### src/rtl/afe_pkg.sv
// afe_pkg: SPI frame layout and register map shared by afe_tot_array and its SPI slave
package afe_pkg;
  typedef logic [6:0] addr_t;
  localparam int FRAME_W = 24;
  localparam int DATA_W = 16;
  localparam int HDR_W = FRAME_W - DATA_W;
  localparam int RW_BIT = 23;
  localparam addr_t ADDR_GPIO = 7'h00;
  localparam addr_t ADDR_STATUS = 7'h01;
  localparam addr_t ADDR_RESULT_BASE = 7'h10;
  localparam int ST_VALID_BIT = 15;
  localparam int ST_OVF_LSB = 8;
  localparam int ST_HIT_LSB = 0;
endpackage

### src/rtl/afe_spi_slave.sv
// afe_spi_slave: oversampled SPI mode-0 slave, 24-bit R/W frames, commits only complete frames at CS_B rise
module afe_spi_slave (
  input  logic        clk,
  input  logic        rst,
  input  logic        cs_b_i,
  input  logic        sclk_i,
  input  logic        mosi_i,
  input  logic [15:0] rdata_i,
  output logic [6:0]  addr_o,
  output logic [15:0] wdata_o,
  output logic        wr_o,
  output logic        rd_o,
  output logic        miso_o
);
  import afe_pkg::*;
  logic [2:0] cs_q, sclk_q;
  logic [1:0] mosi_q;
  logic [4:0] cnt_q, cnt_d;
  logic [DATA_W-1:0] sh_q, sh_d, tx_q, tx_d;
  logic [6:0] addr_q, addr_d;
  logic rw_q, rw_d, miso_q, miso_d;
  logic cs_s, cs_rise, sclk_rise, sclk_fall, full;
  assign cs_s = cs_q[1];
  assign cs_rise = cs_q[1] & ~cs_q[2];
  assign sclk_rise = sclk_q[1] & ~sclk_q[2];
  assign sclk_fall = ~sclk_q[1] & sclk_q[2];
  assign full = cnt_q == 5'(FRAME_W);
  assign addr_o = addr_q;
  assign wdata_o = sh_q;
  assign wr_o = cs_rise & rw_q & full;
  assign rd_o = cs_rise & ~rw_q & full;
  assign miso_o = miso_q;
  always_ff @(posedge clk or posedge rst)
    if (rst) begin
      cs_q <= '1;
      sclk_q <= '0;
      mosi_q <= '0;
      cnt_q <= '0;
      sh_q <= '0;
      tx_q <= '0;
      addr_q <= '0;
      rw_q <= 1'b0;
      miso_q <= 1'b0;
    end else begin
      cs_q <= {cs_q[1:0], cs_b_i};
      sclk_q <= {sclk_q[1:0], sclk_i};
      mosi_q <= {mosi_q[0], mosi_i};
      cnt_q <= cnt_d;
      sh_q <= sh_d;
      tx_q <= tx_d;
      addr_q <= addr_d;
      rw_q <= rw_d;
      miso_q <= miso_d;
    end
  // counter saturates so an overlong frame can never alias back to a full one
  always_comb begin
    cnt_d = cnt_q;
    sh_d = sh_q;
    tx_d = tx_q;
    addr_d = addr_q;
    rw_d = rw_q;
    miso_d = miso_q;
    if (cs_s) begin
      cnt_d = '0;
      sh_d = '0;
      tx_d = '0;
      miso_d = 1'b0;
    end else if (sclk_rise) begin
      sh_d = {sh_q[DATA_W-2:0], mosi_q[1]};
      cnt_d = &cnt_q ? cnt_q : cnt_q + 5'd1;
      if (cnt_q == 5'(HDR_W - 1)) begin
        addr_d = {sh_q[5:0], mosi_q[1]};
        rw_d = sh_q[RW_BIT - DATA_W - 1];
      end
    end else if (sclk_fall) begin
      miso_d = 1'b0;
      if (cnt_q == 5'(HDR_W)) begin
        miso_d = rdata_i[DATA_W-1];
        tx_d = {rdata_i[DATA_W-2:0], 1'b0};
      end else if (cnt_q > 5'(HDR_W) && cnt_q < 5'(FRAME_W)) begin
        miso_d = tx_q[DATA_W-1];
        tx_d = {tx_q[DATA_W-2:0], 1'b0};
      end
    end
  end
endmodule

### src/rtl/afe_tot_array.sv
// afe_tot_array: per-channel time-over-threshold counters with SPI readout; define AFE_TOT_SATURATE_EN for saturating counters
module afe_tot_array #(
  parameter int N_CH = 4,
  parameter int CNT_W = 8,
  parameter int GPIO_W = 8
) (
  input  logic              CLK,
  input  logic              RST,
  input  logic              INJ_IN,
  input  logic [N_CH-1:0]   COMP,
  input  logic              CS_B,
  input  logic              SCLK,
  input  logic              MOSI,
  output logic              MISO,
  output logic [N_CH-1:0]   HIT,
  output logic              INJ_OUT,
  output logic [GPIO_W-1:0] GPIO
);
  import afe_pkg::*;
  logic [1:0] rst_q;
  logic rst;
  logic [2:0] inj_q;
  logic [1:0][N_CH-1:0] comp_q;
  logic [N_CH-1:0][CNT_W-1:0] cnt_q, cnt_d, res_q, res_d;
  logic [N_CH-1:0] hit_q, hit_d, ovf_q, ovf_d, comp_s;
  logic valid_q, valid_d;
  logic [GPIO_W-1:0] gpio_q, gpio_d;
  logic inj_s, inj_rise, inj_fall, wr, rd, is_res;
  logic [6:0] addr, ch;
  logic [15:0] wdata, rdata, status;
  logic unused_wdata;
  // reset asserts immediately but releases two clocks later, clean of metastability
  always_ff @(posedge CLK or posedge RST)
    if (RST) rst_q <= 2'b11;
    else rst_q <= {rst_q[0], 1'b0};
  assign rst = rst_q[1];
  assign inj_s = inj_q[1];
  assign inj_rise = inj_q[1] & ~inj_q[2];
  assign inj_fall = ~inj_q[1] & inj_q[2];
  assign comp_s = comp_q[1];
  assign ch = addr - ADDR_RESULT_BASE;
  assign is_res = addr >= ADDR_RESULT_BASE && ch < 7'(N_CH);
  assign INJ_OUT = INJ_IN;
  assign HIT = hit_q;
  assign GPIO = gpio_q;
  assign unused_wdata = ^wdata;
  afe_spi_slave u_spi (
    .clk(CLK),
    .rst(rst),
    .cs_b_i(CS_B),
    .sclk_i(SCLK),
    .mosi_i(MOSI),
    .rdata_i(rdata),
    .addr_o(addr),
    .wdata_o(wdata),
    .wr_o(wr),
    .rd_o(rd),
    .miso_o(MISO)
  );
  always_ff @(posedge CLK or posedge rst)
    if (rst) begin
      inj_q <= '0;
      comp_q <= '0;
      cnt_q <= '0;
      res_q <= '0;
      hit_q <= '0;
      ovf_q <= '0;
      valid_q <= 1'b0;
      gpio_q <= '0;
    end else begin
      inj_q <= {inj_q[1:0], INJ_IN};
      comp_q <= {comp_q[0], COMP};
      cnt_q <= cnt_d;
      res_q <= res_d;
      hit_q <= hit_d;
      ovf_q <= ovf_d;
      valid_q <= valid_d;
      gpio_q <= gpio_d;
    end
  // window close is applied last so a result latch beats a same-cycle read-clear
  always_comb begin
    cnt_d = cnt_q;
    hit_d = hit_q;
    ovf_d = ovf_q;
    res_d = res_q;
    valid_d = (rd && is_res) ? 1'b0 : valid_q;
    gpio_d = (wr && addr == ADDR_GPIO) ? wdata[GPIO_W-1:0] : gpio_q;
    if (inj_rise) begin
      cnt_d = '0;
      hit_d = '0;
      ovf_d = '0;
    end else if (inj_s) begin
      for (int i = 0; i < N_CH; i++)
        if (comp_s[i]) begin
          hit_d[i] = 1'b1;
`ifdef AFE_TOT_SATURATE_EN
          if (&cnt_q[i]) ovf_d[i] = 1'b1;
          else cnt_d[i] = cnt_q[i] + CNT_W'(1);
`else
          cnt_d[i] = cnt_q[i] + CNT_W'(1);
`endif
        end
    end
    if (inj_fall) begin
      res_d = cnt_q;
      valid_d = 1'b1;
    end
  end
  always_comb begin
    status = '0;
    status[ST_VALID_BIT] = valid_q;
    for (int i = 0; i < N_CH; i++) begin
      status[ST_HIT_LSB + i] = hit_q[i];
      if (i < 7) status[ST_OVF_LSB + i] = ovf_q[i];
    end
  end
  always_comb begin
    rdata = addr == ADDR_GPIO ? 16'(gpio_q) : addr == ADDR_STATUS ? status : '0;
    for (int i = 0; i < N_CH; i++)
      if (is_res && ch == 7'(i)) rdata = 16'(res_q[i]);
  end
endmodule

### config.mk
export PLATFORM = sky130hd
export DESIGN_NAME = afe_tot_array
export DESIGN_NICKNAME = d
export VERILOG_FILES = /design/src/rtl/afe_pkg.sv /design/src/rtl/afe_spi_slave.sv /design/src/rtl/afe_tot_array.sv
export SDC_FILE = /design/constraint.sdc
export NUM_CORES = 1
export LEC_CHECK = 0
export ABC_AREA = 1
export CORE_ASPECT_RATIO = 0.6
export CORE_UTILIZATION = 50
export DETAILED_ROUTE_END_ITERATION = 8
export PLACE_DENSITY = 0.68
export SLEW_MARGIN = 15
export SYNTH_ARGS = -nofsm -noshare
export SYNTH_HDL_FRONTEND = slang
export SYNTH_SLANG_ARGS = --single-unit
### constraint.sdc
create_clock -name CLK -period 6.41 [get_ports CLK]
set_input_delay 0.9615 -clock CLK [delete_from_list [all_inputs] [get_ports CLK]]
set_output_delay 0.9615 -clock CLK [all_outputs]
set_load 0.05 [all_outputs]
# Yosys cells after proc, flatten, opt, wreduce, memory -nomap -nowiden

Cells that the tools add are included.

Register bits after elaboration: 136
Output and inout port bits: 14

$lt $le $gt $ge: 4
Mux-type cells: 35
Add/subtract/negate cells: 6
Reductions and logical operators: 28
Eq/ne operators: 9
Bitwise logic cells: 16

Operators by type and width:

| operator                                             | count |
|---|---|
| 2-to-1 mux 16 bit                                    | 11 |
| 2-to-1 mux 32 bit                                    | 2 |
| 2-to-1 mux 8 bit                                     | 6 |
| adder 8 x 1 -> 8 bit (second input constant)         | 4 |
| nonzero test 2 bit                                   | 8 |
| 2-to-1 mux 5 bit                                     | 3 |
| == test 7 x 1 -> 1 bit (second input constant)       | 2 |
| == test 7 x 2 -> 1 bit (second input constant)       | 2 |
| zero test 7 bit                                      | 2 |
| AND reduction 2 bit                                  | 6 |
| 2-to-1 mux 1 bit                                     | 11 |
| bitwise AND 1 bit                                    | 9 |
| logical AND 1 bit                                    | 8 |
| 2-to-1 mux 4 bit                                     | 2 |
| >= comparator 7 x 5 -> 1 bit (second input constant) | 1 |
| < comparator 7 x 3 -> 1 bit (second input constant)  | 1 |
| inverter 1 bit                                       | 7 |
| subtractor 7 x 5 -> 7 bit (second input constant)    | 1 |
| AND reduction 3 bit                                  | 2 |
| adder 5 x 1 -> 5 bit (second input constant)         | 1 |
| == test 5 x 3 -> 1 bit (second input constant)       | 1 |
| == test 5 x 4 -> 1 bit (second input constant)       | 1 |
| == test 5 bit (second input constant)                | 1 |
| > comparator 5 x 4 -> 1 bit (second input constant)  | 1 |
| other kinds (4)                                      | 5 |

# Logic depth before layout (Yosys ltp)

Depth in word-level cells: 12
Gate-level depth with buffers: 15

# Hierarchy

From an unflattened synthesis, not the netlist that was laid out.

Cells, all modules: 726
Area, all modules: 6656.4 µm²

By module, submodules not included:

| module        | instances | area each (µm²) | sequential area each (µm²) | cells an instance |
|---|---|---|---|---|
| afe_tot_array | 1         | 4280.4          | 2254.7                     | 453 |
| afe_spi_slave | 1         | 2376.0          | 1330.0                     | 273 |

# Worst setup path before layout

No wires, ideal clock.

Path type: input port to output port
From: input INJ_IN
To: output INJ_OUT
Slack: 4.317 ns
Data required time: 5.448 ns
Buffers on the path: 1
Arrival time: 1.131 ns
Stages on the path: 1
Cell sequence: buf_4

RTL lines:

| element     | RTL line            | text |
|---|---|---|
| from (decl) | afe_tot_array.sv:9  | `input logic INJ_IN,` |
| to (decl)   | afe_tot_array.sv:16 | `output logic INJ_OUT,` |

No word-level cell between the ends.

# Final worst setup path

From: input INJ_IN
To: output INJ_OUT

No word-level cell between the ends.

==> results.txt <==
status: completed
CTS tree: yes
Post-Syn Area: 6020 sq um
post-synthesis sequential area ratio: 56.3%
Die Y: 87.0 um
WP depth: 2
clk_lat worst skew: 0.43 ns
min cycle time layout: 3.20 ns
leading area contributor after synthesis: dfrtp_1
crit path to: INJ_OUT
1st-iter DRT viols: 337
Synth Area per Inst: 9.01 sq um
Synth Instances: 668
post-CTS setup buffers: 0
vias in the first global route: 4534
drt total wl: 13.2 mm
Die Wd: 144 um
final setup vio count: 0
Final #Nets: 713
DP Wirelength: 9.17 mm
CP endpoint kind: output pin
Die ar.: 12500 sq um
Rows: 30
Crit Reg-Reg Endpoint: cnt_q[24]
io pins: 24
sw frac: 25.4%
worst slew pin tran: 1.02 ns
#FFs+latches synth: 135
top cell type's share of synthesized area: 54.1%
Starting Density: 52.2%
hold_buf cts: 0
RSZ-0062 raised after global routing: false
Ys Warns: 0
Net Switching: 503 uW
CP Class: primary input to output pin
ranking of synthesized cells by area: dfrtp_1 54%, nand2_1 9.0%, o21ai_0 5.4%
filler instances: 981
Worst Setup SP: INJ_IN
PortBufs: 23
Critical R2R Launch: inj_q[2]
CP peak stage delay: 0.80 ns
Hold Crit Class: flop to flop
Global Route Usage Sum: 23.5%
Syn Nets: 688
area delta synth->final: 15.3%
final-report max-slew violation count: 0
Vias: 4704
slowest cell on the critical path: clkdlybuf4s50_1
antenna-violating nets left: 0
CTS clock-pin slew for the worst setup and hold paths: 0.06 ns
average wire per standard cell: 15.3 um
Max Clock Freq: 313 MHz
cts repair resizes: 0
Worst Path Required: 5.45 ns
depth of the most critical reg-to-reg path: 5
setup_tns: 0 ns
PD cells: 286 nW/um^2
global placer's final weighted congestion: 0.886
Min Hold Slack: 0.348 ns
critical path's top delay family: buffers and inverters
library cells used by synthesis: 39
TritonCTS Buffers: 17
via/cell ratio: 5.43
clock skew: 0.0117 ns
combinational power share: 5.6%
internal power: 1480 uW
layout cell share with drive strength beyond 1: 9.49%
worst path bufs/invs: 2
CP cell instances: clkdlybuf4s50_1 -> clkdlybuf4s50_1
Core Box Area: 11500 sq um
period utilization: 49.8%
clock network power share: 47.9%
largest net degree at the start of global routing: 80
critical path peak fanout: 2
Leak: 0.00313 uW
initial antenna violation count: 1
max_slew headroom: 32.0%
Max IR drop VDD: 0.167 mV
Hold Fails Final Rpt: 0
flop2flop setup slack: 3.81 ns
Flop pwr share: 46.4%
Critical Path Start Type: primary input
Num Clock Sinks: 135
DRC: 0
first-pass GRT wire length: 22.2 mm
Worst path most repeated cell: clkdlybuf4s50_1
Overflow after GRT: 0
Worst EP arrival: 2.23 ns
H-tree Lvls: 4
max cap viols: 0
root buffer cell: clkbuf_16
drt first pass iters: 5
Max Buffers Root-to-Sink: 2
## stage by stage
stage | worst slack, ns | power [uW] | std cells | area, sq um | utilization [%]
floorplan | 2.53 | 1000 | 668 | 6020 | -
finish | 3.21 | 1980 | 867 | 6940 | 60.2
detailed placement | 3.20 | 1050 | 834 | 6350 | 55.1
global route | 3.19 | 2050 | 866 | 6930 | 60.2
global placement | 3.20 | 1040 | 834 | 6350 | 55.1
CTS | 3.21 | 1990 | 866 | 6930 | 60.2
## power by group through the flow
stage | Combinational, uW | Clock (uW) | Sequential (uW)
2_1_floorplan | 70.8 | 0 | 933
3_3_place_gp | 107 | 0 | 933
3_5_place_dp | 112 | 0 | 934
4_1_cts | 113 | 962 | 919
5_1_grt | 126 | 1000 | 923
6_report | 111 | 949 | 920
## layer usage
metal  global-route usage (%)  up-vias  routed length, um
met3                     6.60       21                733
met4                     8.12        0                177
met2                     34.1      129               5670
met5                        0        -                  0
li1                         -     2263                  -
met1                     33.7     2291               6660
## state kept, by name (all words and copies together) (netlist names), 2 cells and up
| register | count |
|---|---|
| cnt_q | 32 |
| HIT | 4 |
| u_spi.cs_q | 3 |
| u_spi.mosi_q | 2 |
| u_spi.sclk_q | 3 |
| u_spi.tx_q | 15 |
| comp_q | 4 |
| res_q | 32 |
| GPIO | 8 |
| u_spi.wdata_o | 8 |
| inj_q | 3 |
| u_spi.cnt_q | 5 |
| rst_q | 2 |
| comp_s | 4 |
| u_spi.addr_o | 7 |
## final cells by class
cell class	count	area [sq um]	area share, %
Multi-Input combinational cell	438	2240	32.3
Clock inverter	14	139	2.00
Clock buffer	18	439	6.33
Sequential cell	135	3380	48.8
Antenna cell	1	2.50	0.0361
Timing Repair Buffer	25	245	3.54
Tap cell	160	200	2.89
Inverter	76	288	4.15
## how the worst min path moves through the flow
stage	depth (start not counted)	end	start
detailed placement	0	comp_s[2]	comp_q[2]
global placement	0	u_spi.mosi_q[1]	u_spi.mosi_q[0]
global route	0	u_spi.sclk_q[1]	u_spi.sclk_q[0]
floorplan	0	comp_s[0]	comp_q[0]
CTS	0	u_spi.sclk_q[1]	u_spi.sclk_q[0]
finish	0	comp_s[2]	comp_q[2]
## synthesized netlist by cell type
cell / number
nand2_1: 144
dfrtp_1: 130
inv_1: 75
o21ai_0: 65
nand3_1: 60
nor2_1: 48
o22ai_1: 21
nand4_1: 16
a21oi_1: 12
nor3_1: 12
ha_1: 10
clkbuf_1: 8
o21ai_2: 8
mux2_2: 6
buf_2: 5
dfstp_2: 5
xor2_1: 5
nand2_2: 3
nor2_4: 3
nor4_1: 3
o21a_1: 3
a31oi_1: 2
buf_1: 2
buf_4: 2
nor2_2: 2
nor3_2: 2
o211ai_1: 2
o21ai_1: 2
xnor2_1: 2
and3_1: 1
buf_12: 1
buf_6: 1
conb_1: 1
inv_2: 1
nand3_2: 1
nor3b_1: 1
o41ai_1: 1
or2_2: 1
or3b_1: 1
## cell usage in the layout (no fill, tap or decap), types with 3 or more instances in the layout
cell / Yosys / layout
o21ai_0: 65 / 65
o22ai_1: 21 / 21
nand4_1: 16 / 16
ha_1: 10 / 10
clkinv_4: 0 / 5
inv_6: 0 / 6
a21oi_1: 12 / 12
nor4_1: 3 / 3
nand2_2: 3 / 3
inv_1: 75 / 74
nor2_1: 48 / 48
xor2_1: 5 / 5
nand3_1: 60 / 60
o21ai_2: 8 / 8
clkbuf_16: 0 / 17
mux2_2: 6 / 6
nand2_1: 144 / 144
dfrtp_1: 130 / 130
nor3_1: 12 / 12
clkdlybuf4s50_1: 0 / 23
nor2_4: 3 / 3
o21a_1: 3 / 3
dfstp_2: 5 / 5
## kinds of logic (layout without fill, tap and decap cells)
group	Yosys count	after routing	share of synthesized area [%]
buffers and inverters	95	133	6.55
muxes	6	6	1.12
AOI/OAI and AO/OA	116	116	10.9
xor gates and xnor gates	7	7	1.02
DFF	135	135	56.3
and+or+nand+nor	298	298	22.0
other	1	2	0.0623
adders and majority gates	10	10	2.08
Power figures use the tool's default switching activity.
==> edit, RTL diff (same settings) <==
`res_q` no longer has a reset.
--- a/src/rtl/afe_tot_array.sv
+++ b/src/rtl/afe_tot_array.sv
@@ -63,5 +63,4 @@
       comp_q <= '0;
       cnt_q <= '0;
-      res_q <= '0;
       hit_q <= '0;
       ovf_q <= '0;
@@ -72,5 +71,4 @@
       comp_q <= {comp_q[0], COMP};
       cnt_q <= cnt_d;
-      res_q <= res_d;
       hit_q <= hit_d;
       ovf_q <= ovf_d;
@@ -78,4 +76,8 @@
       gpio_q <= gpio_d;
     end
+
+  always_ff @(posedge CLK) begin
+    res_q <= res_d;
+  end
   // window close is applied last so a result latch beats a same-cycle read-clear
   always_comb begin
Formal check against the unedited RTL: same outputs for any inputs over 10 cycles, from zero or initial values and one cycle with RST high; that may be too few to reach the edited logic, so the function may still have changed.
==> edit against the original RTL <==
- routed wire length down 5.9%
- total power grew 0.87%
- non-clock buffer count is the same
- final area fell by 0.22%
- combinational power decreased by 14%
- sequential cell count is the same
- synthesized area down 1.6%
- via count is 7.2% lower
- final cell count decreased by 2.8%
- setup slack improved by 0.0022 ns
- critical path type unchanged
- highest routed layer unchanged
==> edit: results (changes against the original RTL) <==
| Metric | Value |
|---|---|
| Maximum VDD drop | `0.000155 V (-7.4%)` |
| 1st-iter DRT viols | `354 (+5.0%)` |
| Post-Place Cells | `811 (-2.8%)` |
| Crit Path Max Fanout | `2 (unchanged)` |
| Gpl congestion | `0.882 (-0.49%)` |
| GRT Total Usage | `22.6% (-0.83 points)` |
| Slew HR | `21.4% (-11 points)` |
| CTS HTree Levels | `4 (unchanged)` |
| List of most frequent post-synthesis cells | `171 x nand2_1, 98 x dfrtp_1, 74 x inv_1, 58 x nor2_1, 45 x o21ai_0` |
| Dpl cell area | `6330 sq um (-0.41%)` |
| Cell Int Power | `1.51 mW (+2.2%)` |
| Async S/R FF share, synth | `76.3% (-24 points)` |
| Post-Syn Nets | `655 (-4.8%)` |
| Final net count | `690 (-3.2%)` |
| Share of layout cells above drive strength 1 | `10.2% (+0.76 points)` |
| Top cells by area, synth | `dfrtp_1 41%, edfxtp_1 16%, nand2_1 11%` |
| Vias in the first global route | `4135 (-8.8%)` |
| P_leak | `3.15 nW (+0.67%)` |
| Outcome | `finished, final reports clean` |
| HPWL after DPL | `8.77 mm (-4.3%)` |
| Final WL | `12.5 mm (-5.9%)` |
| Vias/cell | `5.18 (-4.5%)` |
| First-pass GRT wire length | `20.6 mm (-7.0%)` |
| Pin count of the biggest net entering global routing | `60 (-25%)` |
| Multi-input gate area | `2040 sq um (-8.8%)` |
| N_diodes | `0 (-1)` |
| Placement Setup Slack | `3.22 ns (+0.0161 ns)` |
| Final Skew | `0.0144 ns (+0.00267 ns)` |
| Reg2reg start | `u_spi.cnt_q[0]` |
| EDFF count, synth | `32 (+32)` |
| Register area share after synthesis | `59.9% (+3.6 points)` |
| Fillers | `978 (-0.31%)` |
| Post-synth cell types | `38 (-2.6%)` |
| Filler-free cell count of the finished design | `843 (-2.8%)` |
[edit: cell count changes after synthesis, moves of 6 or more]
cell / change
dfrtp_1: -32
edfxtp_1: +32
mux2_2: -6
nand2_1: +27
nand3_1: -18
nand4_1: -12
nor2_1: +10
o21ai_0: -20
o21ai_2: -6
[edit: power groups by stage]
stage	combinational [mW]	sequential, mW	clock [mW]
after global placement	0.0923	0.963	0
after CTS	0.0972	0.948	0.969
after global routing	0.107	0.953	1.01
after floorplan	0.0570	0.963	0
final	0.0956	0.949	0.954
after detailed placement	0.0960	0.964	0
[edit: cell type report]
type                    count  area share [%]
clock buffers              20            7.07
clock inverters            12            1.43
inverters                  80            4.38
multi-input cells         411            29.5
flip-flops and latches    135            51.2
well taps                 160            2.89
repair buffers             25            3.54
[edit: final timing paths]
kind / end / slack, ns / cells after the start
max: INJ_OUT / 3.22 / 2
min: cnt_q[7] / 0.30 / 1
max reg2reg: u_spi.tx_q[1] / 3.92 / 10
min reg2reg: cnt_q[7] / 0.30 / 1
max in group asynchronous: u_spi.tx_q[5] / 4.95 / 2
min in group CLK: u_spi.sclk_q[1] / 0.35 / 0
[edit: logic make-up (layout without fill, tap and decap cells)]
family	Yosys count	count (layout)	share of synthesized area (%)
adder cells (fa/ha/maj)	10	10	2.11
XOR/XNOR	12	12	1.78
buffers and inverters	89	137	5.77
other	1	1	0.0634
AND/OR/NAND/NOR	307	307	22.8
flip-flops	135	135	59.9
AO/OA/AOI/OAI	81	81	7.61
[edit: metal layers]
| metal | GRT usage, % | share of wire, % | vias up |
|---|---|---|---|
| met4 | 8.70 | 1.7 | 0 |
| li1 | - | - | 2128 |
| met3 | 6.30 | 4.7 | 17 |
| met5 | 0 | 0 | - |
| met1 | 33.2 | 51 | 2114 |
| met2 | 31.9 | 42 | 108 |
